**config.mk**
```make
export PLATFORM = sky130hd
export DESIGN_NAME = ym3438_phase_gen_flat
export DESIGN_NICKNAME = d
export VERILOG_FILES = /design/src/rtl/ym3438_phase_gen_pkg.sv /design/src/rtl/ym3438_phase_gen_if.sv /design/src/rtl/ym3438_phase_gen_ring.sv /design/src/rtl/ym3438_phase_gen.sv /design/src/flat_wrapper.sv
export SDC_FILE = /design/constraint.sdc
export NUM_CORES = 1
export LEC_CHECK = 0
export CORE_MARGIN = 10
export CORE_UTILIZATION = 45
export DETAILED_ROUTE_END_ITERATION = 8
export GPL_ROUTABILITY_DRIVEN = 0
export MAX_ROUTING_LAYER = met4
export PLACE_DENSITY = 0.64
export SLEW_MARGIN = 15
export SYNTH_ARGS = -nofsm -noshare
export SYNTH_HDL_FRONTEND = slang
export SYNTH_SLANG_ARGS = --single-unit
```
**constraint.sdc**
```tcl
create_clock -name MCLK -period 5.44 [get_ports MCLK]
set_input_delay 0.544 -clock MCLK [delete_from_list [all_inputs] [get_ports MCLK]]
set_output_delay 0.544 -clock MCLK [all_outputs]
set_load 0.05 [all_outputs]
```
**src/rtl/ym3438_phase_gen_pkg.sv**
```systemverilog
// Shared constants and types for the YM3438 phase generator slice.
package ym3438_phase_gen_pkg;

  localparam int SLOTS   = 24;
  localparam int PHASE_W = 20;
  localparam int OUT_W   = 10;
  localparam int FNUM_W  = 11;
  localparam int BASE_W  = 17;
  localparam int SLOT_W  = 5;

  typedef logic [SLOT_W-1:0]  slot_idx_t;
  typedef logic [PHASE_W-1:0] phase_t;
  typedef logic [BASE_W-1:0]  inc17_t;

  // Slot counter advance: 0..SLOTS-1, wrapping so it never reaches 24..31.
  function automatic slot_idx_t next_slot(slot_idx_t s);
    return (s == slot_idx_t'(SLOTS - 1)) ? slot_idx_t'(0) : s + slot_idx_t'(1);
  endfunction

endpackage

```
**src/rtl/ym3438_phase_gen_if.sv**
```systemverilog
// Per-slot bus between the detune stage, the phase generator and the operator stage.
interface ym3438_phase_gen_if;
  import ym3438_phase_gen_pkg::*;

  logic                c1;
  logic                c2;
  logic [FNUM_W-1:0]   fnum;
  logic [2:0]          block;
  logic                dt_sign;
  logic [4:0]          dt_value;
  logic [3:0]          mul;
  logic                pg_reset;
  logic [OUT_W-1:0]    phase_out;
  phase_t              phase_raw;
  slot_idx_t           slot_out;

  modport master (
    output c1, c2, fnum, block, dt_sign, dt_value, mul, pg_reset,
    input  phase_out, phase_raw, slot_out
  );

  modport slave (
    input  c1, c2, fnum, block, dt_sign, dt_value, mul, pg_reset,
    output phase_out, phase_raw, slot_out
  );

endinterface

```
**src/rtl/ym3438_phase_gen_ring.sv**
```systemverilog
// 24-entry phase storage: a shift ring whose tail is the oldest slot's phase.
module ym3438_phase_ring
  import ym3438_phase_gen_pkg::*;
(
  input  logic   clk,
  input  logic   ic_n,
  input  logic   en,
  input  phase_t din,
  output phase_t dout
);

  phase_t ring_q [SLOTS];
  phase_t ring_d [SLOTS];

  // Shift one position per slot step; the new phase enters at the head.
  always_comb begin
    ring_d = ring_q;
    if (en) begin
      ring_d[0] = din;
      for (int i = 1; i < SLOTS; i++) begin
        ring_d[i] = ring_q[i-1];
      end
    end
  end

  // Ring storage, cleared entirely by the chip reset.
  always_ff @(posedge clk) begin
    if (!ic_n) begin
      for (int i = 0; i < SLOTS; i++) begin
        ring_q[i] <= '0;
      end
    end else begin
      ring_q <= ring_d;
    end
  end

  assign dout = ring_q[SLOTS-1];

endmodule

```
**src/rtl/ym3438_phase_gen.sv**
```systemverilog
// YM3438 phase generator: fnum/block -> detuned, multiplied increment -> per-slot 20-bit phase.
module ym3438_phase_gen
  import ym3438_phase_gen_pkg::*;
(
  input  logic MCLK,
  input  logic IC,
  ym3438_phase_gen_if.slave bus
);

  logic              step_c1;
  logic              step_c2;

  logic [FNUM_W-1:0] fnum_q, fnum_d;
  logic [2:0]        block_q, block_d;
  logic              dt_sign_q, dt_sign_d;
  logic [4:0]        dt_value_q, dt_value_d;
  logic [3:0]        mul_q, mul_d;
  logic              pg_reset_q, pg_reset_d;

  inc17_t            base_q, base_d;
  inc17_t            inc17_q, inc17_d;
  phase_t            inc20_q, inc20_d;
  logic              pgr_q, pgr_d;

  phase_t            phase_raw_q, phase_raw_d;
  slot_idx_t         slot_out_q, slot_out_d;
  slot_idx_t         slot_cnt_q, slot_cnt_d;

  logic [BASE_W:0]   shifted;
  phase_t            old_phase;
  phase_t            new_phase;

  // c2 wins when both enables are high, so c1 only latches on its own.
  assign step_c1 = bus.c1 & ~bus.c2;
  assign step_c2 = bus.c2;

  // Shift into 18 bits so block 7 keeps the fnum MSB before the halving.
  assign shifted   = {7'b0, fnum_q} << block_q;
  assign new_phase = pgr_q ? phase_t'(0) : old_phase + inc20_q;

  // Input latching on c1, pipeline and accumulator advance on c2.
  always_comb begin
    fnum_d      = fnum_q;
    block_d     = block_q;
    dt_sign_d   = dt_sign_q;
    dt_value_d  = dt_value_q;
    mul_d       = mul_q;
    pg_reset_d  = pg_reset_q;
    base_d      = base_q;
    inc17_d     = inc17_q;
    inc20_d     = inc20_q;
    pgr_d       = pgr_q;
    phase_raw_d = phase_raw_q;
    slot_out_d  = slot_out_q;
    slot_cnt_d  = slot_cnt_q;

    if (step_c1) begin
      fnum_d     = bus.fnum;
      block_d    = bus.block;
      dt_sign_d  = bus.dt_sign;
      dt_value_d = bus.dt_value;
      mul_d      = bus.mul;
      pg_reset_d = bus.pg_reset;
    end

    if (step_c2) begin
      base_d      = shifted[BASE_W:1];
      inc17_d     = dt_sign_q ? base_q - inc17_t'(dt_value_q)
                              : base_q + inc17_t'(dt_value_q);
      inc20_d     = (mul_q == 4'd0) ? {4'b0, inc17_q[BASE_W-1:1]}
                                    : phase_t'({3'b0, inc17_q} * {16'b0, mul_q});
      pgr_d       = pg_reset_q;
      phase_raw_d = new_phase;
      slot_out_d  = slot_cnt_q;
      slot_cnt_d  = next_slot(slot_cnt_q);
    end
  end

  // State registers with synchronous active-low clear from IC.
  always_ff @(posedge MCLK) begin
    if (!IC) begin
      fnum_q      <= '0;
      block_q     <= '0;
      dt_sign_q   <= 1'b0;
      dt_value_q  <= '0;
      mul_q       <= '0;
      pg_reset_q  <= 1'b0;
      base_q      <= '0;
      inc17_q     <= '0;
      inc20_q     <= '0;
      pgr_q       <= 1'b0;
      phase_raw_q <= '0;
      slot_out_q  <= '0;
      slot_cnt_q  <= '0;
    end else begin
      fnum_q      <= fnum_d;
      block_q     <= block_d;
      dt_sign_q   <= dt_sign_d;
      dt_value_q  <= dt_value_d;
      mul_q       <= mul_d;
      pg_reset_q  <= pg_reset_d;
      base_q      <= base_d;
      inc17_q     <= inc17_d;
      inc20_q     <= inc20_d;
      pgr_q       <= pgr_d;
      phase_raw_q <= phase_raw_d;
      slot_out_q  <= slot_out_d;
      slot_cnt_q  <= slot_cnt_d;
    end
  end

  ym3438_phase_ring u_ring (
    .clk  (MCLK),
    .ic_n (IC),
    .en   (step_c2),
    .din  (new_phase),
    .dout (old_phase)
  );

  assign bus.phase_raw = phase_raw_q;
  assign bus.phase_out = phase_raw_q[PHASE_W-1:PHASE_W-OUT_W];
  assign bus.slot_out  = slot_out_q;

endmodule

```
**src/flat_wrapper.sv**
```systemverilog
// flat-port wrapper written by rule: the top's interface ports become plain ports
module ym3438_phase_gen_flat import ym3438_phase_gen_pkg::*;
  (MCLK, IC, bus_c1, bus_c2, bus_fnum, bus_block, bus_dt_sign, bus_dt_value, bus_mul, bus_pg_reset, bus_phase_out, bus_phase_raw, bus_slot_out);
  ym3438_phase_gen_if bus_i ();
  input  logic MCLK;
  input  logic IC;
  input wire logic [$bits(bus_i.c1)-1:0] bus_c1;
  input wire logic [$bits(bus_i.c2)-1:0] bus_c2;
  input wire logic [$bits(bus_i.fnum)-1:0] bus_fnum;
  input wire logic [$bits(bus_i.block)-1:0] bus_block;
  input wire logic [$bits(bus_i.dt_sign)-1:0] bus_dt_sign;
  input wire logic [$bits(bus_i.dt_value)-1:0] bus_dt_value;
  input wire logic [$bits(bus_i.mul)-1:0] bus_mul;
  input wire logic [$bits(bus_i.pg_reset)-1:0] bus_pg_reset;
  output wire logic [$bits(bus_i.phase_out)-1:0] bus_phase_out;
  output wire logic [$bits(bus_i.phase_raw)-1:0] bus_phase_raw;
  output wire logic [$bits(bus_i.slot_out)-1:0] bus_slot_out;
  assign bus_i.c1 = bus_c1;
  assign bus_i.c2 = bus_c2;
  assign bus_i.fnum = bus_fnum;
  assign bus_i.block = bus_block;
  assign bus_i.dt_sign = bus_dt_sign;
  assign bus_i.dt_value = bus_dt_value;
  assign bus_i.mul = bus_mul;
  assign bus_i.pg_reset = bus_pg_reset;
  assign bus_phase_out = bus_i.phase_out;
  assign bus_phase_raw = bus_i.phase_raw;
  assign bus_slot_out = bus_i.slot_out;
  ym3438_phase_gen u_core (.MCLK(MCLK), .IC(IC), .bus(bus_i));
endmodule
```
==> results of run 1 <==
## sequential cells by signal, indices dropped and copies added, names as in the netlist
name,cells
u_core.base_q,17
u_core.block_q,3
u_core.bus.phase_raw,20
u_core.bus.slot_out,5
u_core.dt_sign_q,1
u_core.dt_value_q,5
u_core.fnum_q,11
u_core.inc17_q,17
u_core.inc20_q,20
u_core.mul_q,4
u_core.pg_reset_q,1
u_core.pgr_q,1
u_core.slot_cnt_q,5
u_core.u_ring.dout,20
u_core.u_ring.ring_q,440
## through the flow
stage	worst slack [ns]	hold slack (ns)
detailed placement	1.52	0.469
floorplan	1.70	0.429
global placement	1.56	0.463
global route	1.24	0.324
finish	1.50	0.334
CTS	1.50	0.308
## layer usage
layer | wire length [um] | part of all wire [%] | up-vias
met4 | 1130 | 2.5 | 0
met1 | 22400 | 49 | 7728
met2 | 20100 | 44 | 249
li1 | - | - | 8370
met3 | 2010 | 4.4 | 75
met5 | 0 | 0 | -
## critical path, stage by stage (launching register included)
cell	delay (ns)
dfxtp_1	0.72
nand2_1	0.16
fa_1	0.57
inv_1	0.06
fa_1	0.55
inv_1	0.06
fa_1	0.44
nand2b_1	0.20
a21o_1	0.19
a31o_2	0.24
o21a_1	0.20
o21ai_0	0.21
xnor2_1	0.15
o21ai_0	0.08
## how the worst min path moves through the flow
stage	endpoint	slack [ns]	cells past startpoint
final	u_core.base_q[1]	0.33	2
after global routing	u_core.base_q[1]	0.32	2
after floorplan	u_core.inc20_q[14]	0.43	2
after CTS	u_core.base_q[1]	0.31	2
after global placement	u_core.slot_cnt_q[3]	0.46	2
after detailed placement	u_core.inc20_q[19]	0.47	2
## power breakdown
part / leakage (nW) / total (mW) / switching, mW / internal (mW)
combinational: 6.28 / 0.732 / 0.432 / 0.300
clock: 0.959 / 3.93 / 1.64 / 2.30
sequential: 4.60 / 4.31 / 0.0814 / 4.23
## layout make-up
cell class,instances,area share [%]
multi-input combinational,1702,44.3
sequential,570,41.6
clock buffer,83,6.14
tap,696,3.18
timing repair buffer,73,2.72
inverter,80,1.12
clock inverter,22,0.895
## cell usage in the layout, fill, tap and decap left out, drive strengths merged, types with 57 or more instances in the layout
master | Yosys | final
clkdlybuf4s50 | 0 | 61
clkbuf | 95 | 83
o21ai | 57 | 57
nor2b | 99 | 99
nor2 | 433 | 433
nand2 | 158 | 158
mux2i | 490 | 490
inv | 80 | 82
dfxtp | 570 | 570
a21oi | 58 | 58
ha | 61 | 61
## kinds of logic after synthesis
| logic type | after synthesis |
|---|---|
| compound gates | 259 |
| xor+xnor | 46 |
| simple gates | 807 |
| mux | 497 |
| flops | 570 |
| fa+ha+maj | 93 |
| buf+inv | 263 |
==> impl_metrics.ini, run 1 <==
[outcome]
status = finished clean

[placement]
dpl.cell_count = 3121
hpwl_mm = 29.6
place_area_um2 = 25500
portBuffers = 63

[global_route]
grt_usage_pct = 14.4
use_met1_pct = 19.1
grt_use_met2_pct = 21.7
overflow = 0
grt_pass1_vias = 15695
grtUsageMet3_pct = 2.80
grt_max_degree = 246
top_usage_layer = met2
antenna_found_initial = 0
grt_pass1_wl_mm = 77.0

[synthesis]
synth_compound_area_share_pct = 7.21
avgSynthCellArea_um2 = 9.75
muxShareOfSynthArea_pct = 20.2
synth_top_family_by_area = multiplexers
ys.flop_type = dfxtp_1
synthTopCellsByCount = dfxtp_1, mux2i_1, nor2_1
synth_edf_count = 0
synth.area.top_cells = dfxtp_1, mux2i_1, nor2_1
synth_most_common_cell = dfxtp_1
synth_adder_area_share_pct = 5.68
synth_top_area_share_pct = 46.2
synthXorXnorAreaFrac_pct = 1.63
synth_simple_gate_area_share_pct = 14.4
yosysWarnings = 0
synth.largest_area_cell = dfxtp_1
syn-num-nets = 2657
synthArstFlopShare_pct = 0
ys_ff_latch = 570
synthesis.area_um2 = 24700
netlist_instances = 2535
ys_seq_area_share_pct = 46.2
synth.distinct_cells = 64

[route]
wl_mm = 45.6
dr.pass1.iters = 5
viasPerCell = 5.09
drc = 0
drtIter0Drc = 968
ant_nets = 0
vias = 16422
routedWlPerCell_um = 14.2

[die]
die_h_um = 254
core_um2 = 54100
chipWidth_um = 254
fp.dieArea_um2 = 64700
initial_core_util_pct = 45.7
ios = 64
fp-row-count = 85

[clock_network]
cts_tree = done
cts_inserted_buffers = 56
clkTransAtPathRegs_ns = 0.06
worstSkewPairLatency_ns = 0.63
cts_setup_buffers = 0
root_buffer = clkbuf_16
clock_sinks = 570
cts_resized = 0
clock_path_buffers = 3
h-tree-depth = 2
hold_buffers = 0

[worst_hold_path]
min_path_type = input port to flip-flop
hp-start = IC

[critical_path]
cp-end-kind = flip-flop
path_class = flip-flop to flip-flop
cp.required_ns = 5.96
cp_max_fo = 20
r2r_slack_ns = 1.50
cp-startpoint = u_core.mul_q[3]
critical_path_arrival_ns = 4.46
timing.rr.end = u_core.inc20_q[18]
critPathLaunchType = flip-flop
crit_end = u_core.inc20_q[18]
reg2reg_from = u_core.mul_q[3]
reg2regPathDepth = 13

[layout]
fin_cells = 3226
n_antenna_cell = 0
final_area_um2 = 27400
utilization_pct = 50.6
nFillCells = 4877
nets = 2605
syn_to_final_growth_pct = 10.9
regArea_um2 = 11400
multiInputGateArea_um2 = 12100
drive_above_1_share_pct = 5.06

[sta]
finalSetupViolations = 0
maxSlewViolCount = 0
relSlewSlack_pct = 25.8
setup-tns-final_ns = 0
hold_viol = 0
worstMarginPinSlew_ns = 1.11
period_needed_ns = 3.94
clock_skew_ns = 0.0274
finalCritPeriodShare_pct = 72.5
rsz0062_at_grt = false
clock.fmax_ghz = 0.254

[job]
drv_cap = 0

[power_and_ir_drop]
p_leak_nw = 11.8
p_total_mw = 8.98
powerDensity_nw_per_um2 = 328
irDropWorstVdd_uv = 248
Power figures use the tool's default switching activity.
==> run 2: changes to the inputs <==
PLACE_DENSITY = 0.66   (was 0.64)
clock period = 3.2 ns   (was 5.44 ns; I/O delays follow)
==> impl_metrics.ini, run 2 (synthesis results as in run 1) <==
[route]
vias = 16554
viasPerCell = 5.06
routedWlPerCell_um = 14.3
drtIter0Drc = 1015
drc = 0
wl_mm = 46.7
ant_nets = 0
dr.pass1.iters = 5

[clock_network]
h-tree-depth = 2
cts_inserted_buffers = 56
clock_path_buffers = 3
root_buffer = clkbuf_16
clock_sinks = 570
worstSkewPairLatency_ns = 0.62
clkTransAtPathRegs_ns = 0.06
cts_tree = done
hold_buffers = 0

[sta]
fin_ws_ns = -0.0500
maxSlewViolCount = 0
clock.fmax_ghz = 0.308
worstMarginPinSlew_ns = 1.08
hold_viol = 0
finalCritPeriodShare_pct = 102
rsz0062_at_grt = true
period_needed_ns = 3.25
whs_ns = 0.109
clock_skew_ns = 0.0185
finalSetupViolations = 7
relSlewSlack_pct = 27.9

[die]
ios = 64
initial_core_util_pct = 45.7
fp.dieArea_um2 = 64700
chipWidth_um = 254
core_um2 = 54100
fp-row-count = 85
die_h_um = 254

[global_route]
grt_pass1_wl_mm = 78.3
antenna_found_initial = 0
grt_usage_pct = 14.6
overflow = 0
grt_max_degree = 155
grt_pass1_vias = 15884

[layout]
multiInputGateArea_um2 = 12500
mostFrequentLayoutCell = dfxtp_1
n_antenna_cell = 0
final_cell_mix = dfxtp_1, mux2i_1, nor2_1, nand2_1, nor2b_1
drive_above_1_share_pct = 8.97
nFillCells = 4743
regMostFlops = u_core.u_ring.ring_q
regArea_um2 = 11400
syn_to_final_growth_pct = 14.2
nets = 2651
utilization_pct = 52.1
largest_register_ffs = 440

[critical_path]
cp.required_ns = 3.73
cp-end-kind = flip-flop
path_class = flip-flop to flip-flop
crit_end = u_core.inc20_q[15]
cp-startpoint = u_core.mul_q[3]
cp_max_fo = 7
critical_path_arrival_ns = 3.78
reg2regPathDepth = 14
timing.rr.end = u_core.inc20_q[15]
critPathLaunchType = flip-flop
reg2reg_from = u_core.mul_q[3]
r2r_slack_ns = -0.05

[job]
drv_cap = 0

[placement]
portBuffers = 63
hpwl_mm = 30.6
dp_slack_ns = -0.232

[power_and_ir_drop]
p_leak_nw = 12.1
p_total_mw = 15.7
irDropWorstVdd_uv = 423
powerDensity_nw_per_um2 = 557

[worst_hold_path]
min_path_type = input port to flip-flop
holdPathStages = 3

[outcome]
failed_checks = setup timing
status = finished, violations left
==> run 2: cell count changes in the layout (fill, tap and decap cells not counted), sizes merged <==
cell    delta
buf       +46
clkbuf     -7
bufinv     +6
clkinv     +1
==> run 2: final cells by class <==
| type | count | area share (%) |
|---|---|---|
| clock inverters | 29 | 1.51 |
| multi-input cells | 1702 | 44.3 |
| clock buffers | 76 | 5.59 |
| inverters | 80 | 1.09 |
| repair buffers | 119 | 3.98 |
| well taps | 696 | 3.09 |
| flip-flops and latches | 570 | 40.5 |
==> run 2: repair_timing <==
action | in CTS | in global routing
gates resized for setup | 32 | 33
pin swaps | 3 | 18
setup buffers | 1 | 8
endpoints found under the setup margin | 11 | 16
==> run 2: worst min-delay path by stage <==
stage / slack (ns) / to / from
detailed placement: 0.45 / u_core.inc20_q[18] / u_core.inc20_q[18]
global placement: 0.45 / u_core.inc20_q[18] / u_core.inc20_q[18]
finish: 0.11 / u_core.u_ring.dout[5] / bus_c2
global route: 0.12 / u_core.u_ring.dout[5] / bus_c2
CTS: 0.07 / u_core.u_ring.dout[5] / bus_c2
floorplan: 0.43 / u_core.inc20_q[16] / u_core.inc20_q[16]
==> run 2: power breakdown <==
part | leakage [nW] | total, mW | internal, mW | switching [mW]
clock | 0.986 | 7.01 | 4.21 | 2.80
combinational | 6.53 | 1.40 | 0.600 | 0.797
sequential | 4.61 | 7.30 | 7.19 | 0.115
==> run 2: worst max-delay path, stage by stage (launching register included) <==
cell and delay [ns]:
dfxtp_4 0.38, buf_6 0.13, and2_4 0.13, fa_1 0.52, inv_1 0.05, fa_1 0.51, inv_2 0.05, ha_4 0.26
o21ai_0 0.10, a21oi_2 0.24, nand3_2 0.15, a31oi_4 0.24, xor2_1 0.16, nand2_1 0.06, a31oi_1 0.18
==> run 2: metrics by stage <==
stage	std cells	instance area, um^2	TNS [ns]
floorplan	2535	24900	-0.112
global placement	3158	25900	-0.707
detailed placement	3158	25900	-1.51
CTS	3264	28000	-0.0660
global route	3272	28200	-1.28
finish	3272	28200	-0.180
==> run 2: metal layers <==
layer / GRT usage [%] / vias up / share of wire (%)
met5: - / - / 0
met4: 5.01 / 0 / 2.9
met3: 2.46 / 94 / 3.6
met2: 22.5 / 236 / 44
met1: 19.2 / 7724 / 49
li1: - / 8500 / -
